### config.mk
export PLATFORM = sky130hd
export DESIGN_NAME = fetch_pc_sequencer
export DESIGN_NICKNAME = d
export VERILOG_FILES = /design/src/rtl/fetch_pc_sequencer.sv
export SDC_FILE = /design/constraint.sdc
export NUM_CORES = 1
export LEC_CHECK = 0
export ABC_AREA = 1
export BUFFER_PORTS_ARGS = -buffer_cell sky130_fd_sc_hd__buf_2
export CAP_MARGIN = 30
export CORE_UTILIZATION = 30
export DETAILED_ROUTE_END_ITERATION = 16
export GPL_TIMING_DRIVEN = 0
export PLACE_DENSITY = 0.58
export SYNTH_ARGS = -nofsm -noshare
export SYNTH_HDL_FRONTEND = slang
export SYNTH_SLANG_ARGS = --single-unit
### constraint.sdc
create_clock -name clk_i -period 3.03 [get_ports clk_i]
set_input_delay 0.909 -clock clk_i [delete_from_list [all_inputs] [get_ports clk_i]]
set_output_delay 0.909 -clock clk_i [all_outputs]
set_load 0.005 [all_outputs]
### src/rtl/fetch_pc_sequencer.sv
`default_nettype none
// ============================================================================
// Module   : fetch_pc_sequencer
// Purpose  : Holds the architectural fetch PC for the pipelined Thumb core.
//            It presents one fetch address per cycle to instruction memory and
//            advances the PC on each accepted fetch. Redirects from the
//            execute-stage branch logic load a new PC and hold the pipeline
//            flush high for a fixed window.
// Ports    : clk_i, reset_i            - clock, asynchronous active-high reset
//            take_branch_i            - redirect request
//            branch_target_i [WORD]   - redirect target (bit 0 is cleared)
//            stall_i                  - hazard stall; PC is held
//            imem_ready_i             - memory accepts the presented address
//            pc_o [WORD]              - current fetch address
//            fetch_valid_o            - pc_o is a valid fetch request
//            flush_pipeline_o         - squash fetch/decode contents
//            redirect_count_o [CNT_W] - saturating count of accepted redirects
// Revision : 1.0 - initial release
// ============================================================================
module fetch_pc_sequencer #(
   parameter int unsigned      WORD         = 32,
   parameter logic [WORD-1:0]  RESET_VECTOR = '0,
   parameter int unsigned      INST_BYTES   = 2,
   parameter int unsigned      FLUSH_CYCLES = 2,
   parameter int unsigned      CNT_W        = 16
) (
   input  logic             clk_i,
   input  logic             reset_i,
   input  logic             take_branch_i,
   input  logic [WORD-1:0]  branch_target_i,
   input  logic             stall_i,
   input  logic             imem_ready_i,
   output logic [WORD-1:0]  pc_o,
   output logic             fetch_valid_o,
   output logic             flush_pipeline_o,
   output logic [CNT_W-1:0] redirect_count_o
);

   typedef enum logic [1:0] {
      S_BOOT     = 2'd0,
      S_FETCH    = 2'd1,
      S_REDIRECT = 2'd2
   } state_t;

   // Flush-window cycles still to spend in S_REDIRECT after the accept cycle.
   localparam logic [3:0]      c_FLUSH_RELOAD = 4'(FLUSH_CYCLES - 1);
   localparam logic [WORD-1:0] c_PC_INC       = WORD'(INST_BYTES);
   // Mask clearing the Thumb bit of a branch target.
   localparam logic [WORD-1:0] c_ALIGN_MASK   = ~(WORD'(1));

   state_t           state_q, state_d;
   logic [WORD-1:0]  pc_q, pc_d;
   logic [3:0]       flush_cnt_q, flush_cnt_d;
   logic [CNT_W-1:0] redir_cnt_q, redir_cnt_d;

   logic             w_redirect;
   logic             w_fetch_accept;

   // Branches are honoured only once the sequencer is out of BOOT.
   assign w_redirect     = take_branch_i &
                           ((state_q == S_FETCH) || (state_q == S_REDIRECT));
   assign w_fetch_accept = (state_q == S_FETCH) & imem_ready_i &
                           ~stall_i & ~take_branch_i;

   always_comb begin
      state_d     = state_q;
      pc_d        = pc_q;
      flush_cnt_d = flush_cnt_q;
      redir_cnt_d = redir_cnt_q;

      if (w_redirect) begin
         // Redirect outranks stall and memory back-pressure; the newest
         // target wins even while an earlier flush window is still open.
         pc_d = branch_target_i & c_ALIGN_MASK;
         if (redir_cnt_q != {CNT_W{1'b1}}) begin
            redir_cnt_d = redir_cnt_q + 1'b1;
         end
         if (FLUSH_CYCLES == 1) begin
            state_d     = S_FETCH;
            flush_cnt_d = '0;
         end else begin
            state_d     = S_REDIRECT;
            flush_cnt_d = c_FLUSH_RELOAD;
         end
      end else begin
         case (state_q)
            S_BOOT: begin
               state_d = S_FETCH;
            end
            S_FETCH: begin
               if (w_fetch_accept) begin
                  pc_d = pc_q + c_PC_INC;
               end
            end
            S_REDIRECT: begin
               flush_cnt_d = flush_cnt_q - 1'b1;
               if (flush_cnt_q <= 4'd1) begin
                  state_d     = S_FETCH;
                  flush_cnt_d = '0;
               end
            end
            default: begin
               state_d     = S_BOOT;
               flush_cnt_d = '0;
            end
         endcase
      end
   end

   always_ff @(posedge clk_i or posedge reset_i) begin
      if (reset_i) begin
         state_q     <= S_BOOT;
         pc_q        <= RESET_VECTOR;
         flush_cnt_q <= '0;
         redir_cnt_q <= '0;
      end else begin
         state_q     <= state_d;
         pc_q        <= pc_d;
         flush_cnt_q <= flush_cnt_d;
         redir_cnt_q <= redir_cnt_d;
      end
   end

   assign pc_o             = pc_q;
   assign fetch_valid_o    = (state_q == S_FETCH);
   // The accept cycle flushes combinationally; the rest of the window is
   // covered by the registered REDIRECT state.
   assign flush_pipeline_o = (state_q == S_REDIRECT) | w_redirect;
   assign redirect_count_o = redir_cnt_q;

endmodule
`default_nettype wire

==> results.yml <==
clock_tree:
  numCtsBuffers: 5
  cts_buffer_depth: 2
  cts_tree: "built"
  clk_pin_slew_ns: 0.07
  cts-root-buf: "clkbuf_16"
  htree_num_levels: 2
  clkLatencyLatePin_ns: 0.30
  cts.sinks: 53
  postCtsHoldBufs: 0
synthesis:
  netlist.area_leader.share_pct: 36.0
  synth_top_area_cell: "dfrtp_1"
  async_flop_share_pct: 100
  synth_area_leaders: "dfrtp_1 36%, nand2_1 20%, nor2_1 9.7%"
  synth.avg_cell_area_sq_um: 6.51
  syn-num-nets: 611
  synth_ff_type: "dfrtp_1"
  synth_edf_count: 0
  yosysSeqAreaShare_pct: 36.0
  ys_seq_elements: 53
  yosysWarningCount: 0
  ys_types: 37
  syn_area_sq_um: 3680
  netlist_instances: 566
worst_hold_path:
  hp-start: "redirect_count_o[0]"
  holdPathEnd: "redirect_count_o[0]"
  worstHoldPathCells: 1
  hold_class: "reg -> reg"
drt:
  vias: 3840
  drc_errors: 0
  vias_per_cell: 4.77
  ant_nets: 0
  dr.pass1.iters: 4
  finalWirelength_mm: 11.2
  drtIter0Drc: 271
  wl_per_cell_microns: 13.9
critical_path:
  slowest_stage: "dfrtp_1"
  path_cells: "inv_1, ha_1, nand2_4, inv_2, buf_4, or2_2, buf_2"
  cp_max_fo: 19
  critPathLaunchType: "flip-flop"
  max_stage_delay_ns: 0.38
  crit_type: "reg -> out"
  cp_data_required_time_ns: 2.12
  rr_endpoint: "pc_o[20]"
  ff2ff_setup_slack_ns: 0.99
  r2r-start: "state_q[1]"
  cp-end-kind: "output port"
  r2r_cells: 10
  worstPathArrival_ns: 1.95
  setup.worst_path.start: "state_q[0]"
timing:
  fin_skew_ns: 0.00494
  setup_viol: 0
  period_needed_ns: 2.86
  worst_slew_pin_slew_ns: 0.638
  drv_slew: 0
  rsz0062_at_grt: "false"
  max_freq_ghz: 0.350
  period_share_pct: 94.2
  holdWs_ns: 0.536
  finalHoldViolations: 0
  slew_headroom_pct: 57.4
floorplanning:
  die_area_sq_um: 12700
  fp.dieH_microns: 113
  rows: 40
  fp.coreArea_sq_um: 12000
  initial_core_util_pct: 30.7
  die_width_microns: 113
  ios: 87
finish:
  area_growth_pct: 21.3
  seq_area_sq_um: 1330
  final_cells: 805
  layout-drive-gt1-share_pct: 19.3
  multi_input_area_sq_um: 2060
  fillCellCount: 1315
  antenna_cells_inserted: 0
  num-nets-final: 702
global_route:
  grt_usage_pct: 18.1
  grt_max_degree: 28
  antenna_found_initial: 0
  grt_pass1_wl_mm: 18.3
  grt_busiest_layer: "met2"
  overflow: 0
  gr-usage-met1_pct: 22.8
  grtUsageMet3_pct: 3.75
  met2_usage_pct: 32.1
  grt_pass1_vias: 3632
placed_design:
  routabilityCongestion: 0.869
  dp_hpwl_mm: 8.57
  io_buffers: 84
  dp_cells: 798
power_and_ir_drop:
  p_leak_nw: 2.31
  vdd_drop_max_uv: 393
  total_power_mw: 3.97
  power_density_nw_per_um2: 889
run:
  drv_cap: 0
outcome:
  status: "finished clean"
[worst max-delay path: cells and delay by family, from the launching register on]
| kind | cells | cell delay (ns) |
|---|---|---|
| AND/OR/NAND/NOR | 2 | 0.42 |
| buffers and inverters | 4 | 0.51 |
| adder cells (fa/ha/maj) | 1 | 0.33 |
| flip-flops | 1 | 0.38 |
[sequential cells by signal (all words and copies together) (netlist names)]
name	count
state_q	2
pc_o	31
redirect_count_o	16
flush_cnt_q	4
[timing repair]
| item | in CTS | in global routing |
|---|---|---|
| buffers inserted | 0 | 0 |
| gates resized for setup | 3 | 0 |
| setup endpoints to repair | 1 | 0 |
[final cells by class]
cell class	instances	area share, %
Sequential cell	53	29.7
Timing Repair Buffer	85	9.86
Inverter	58	4.87
Multi-Input combinational cell	440	46.1
Clock inverter	2	0.392
Buffer	14	1.82
Tap cell	147	4.12
Clock buffer	6	3.11
[per-layer routing]
| layer | part of all wire, % | wire length (microns) |
|---|---|---|
| met1 | 46 | 5100 |
| met2 | 47 | 5270 |
| met3 | 6.3 | 703 |
| met4 | 0.70 | 78 |
| met5 | 0 | 0 |
[power by group]
part | switching [mW] | leakage, nW | internal, mW
combinational | 1.28 | 1.58 | 0.763
clock | 0.294 | 0.0775 | 0.335
sequential | 0.340 | 0.653 | 0.958
[how the worst max path moves through the flow]
stage,endpoint,slack (ns),cells after the start
3_5_place_dp,flush_pipeline_o,-0.1,7
2_1_floorplan,flush_pipeline_o,0.40,5
4_1_cts,flush_pipeline_o,0.15,7
6_report,flush_pipeline_o,0.17,7
5_1_grt,flush_pipeline_o,0.06,7
3_3_place_gp,flush_pipeline_o,-0.08,7
[Yosys cell counts (4+ instances only)]
library cell,n
nand2_1,196
a31oi_1,4
o21ai_0,22
xor2_1,5
nand2_2,4
xnor2_1,7
nor2_1,95
o211ai_1,4
buf_1,4
a21oi_1,15
buf_2,7
dfrtp_1,53
nor2_2,4
nand3_1,41
nand4_1,5
ha_1,8
inv_1,56
nor3_1,7
[cells in the final DEF, fill, tap and decap left out, types with 2 or more instances in the layout]
cell type and count:
nand2_1 196, nor2_1 95, buf_2 89, inv_1 54, dfrtp_1 53, nand3_1 41
o21ai_0 22, a21oi_1 15, ha_1 8, xnor2_1 7, nor3_1 7, nand4_1 5
xor2_1 5, clkbuf_16 5, inv_2 4, nor2_2 4, buf_1 4, a31oi_1 4
o211ai_1 4, nand3_2 3, nand2_2 3, nor2_4 2, nand2_4 2, buf_6 2
nand3b_2 2, buf_4 2, o22ai_1 2, or2_2 2, a21boi_0 2, o21ai_2 2
[stage by stage]
stage                     utilization [%]  setup WS (ns)  setup TNS [ns]  area, sq um
after CTS                            37.2          0.154               0         4470
final                                37.2          0.175               0         4470
after detailed placement             35.9        -0.0980         -0.0980         4310
after global placement               35.7        -0.0841           -1.93         4290
after global routing                 37.2         0.0557               0         4470
after floorplan                         -          0.396               0         3680
[cells by family (layout without fill, tap and decap cells)]
family / count (synthesis) / count (layout) / share of synthesized area, %
AOI/OAI and AO/OA: 55 / 55 / 8.73
xor gates and xnor gates: 12 / 12 / 2.85
adders and majority gates: 8 / 8 / 2.72
buffers and inverters: 73 / 165 / 8.18
DFF: 53 / 53 / 36.0
other: 1 / 1 / 0.102
and+or+nand+nor: 364 / 364 / 41.4
(Power assumes the default switching activity.)
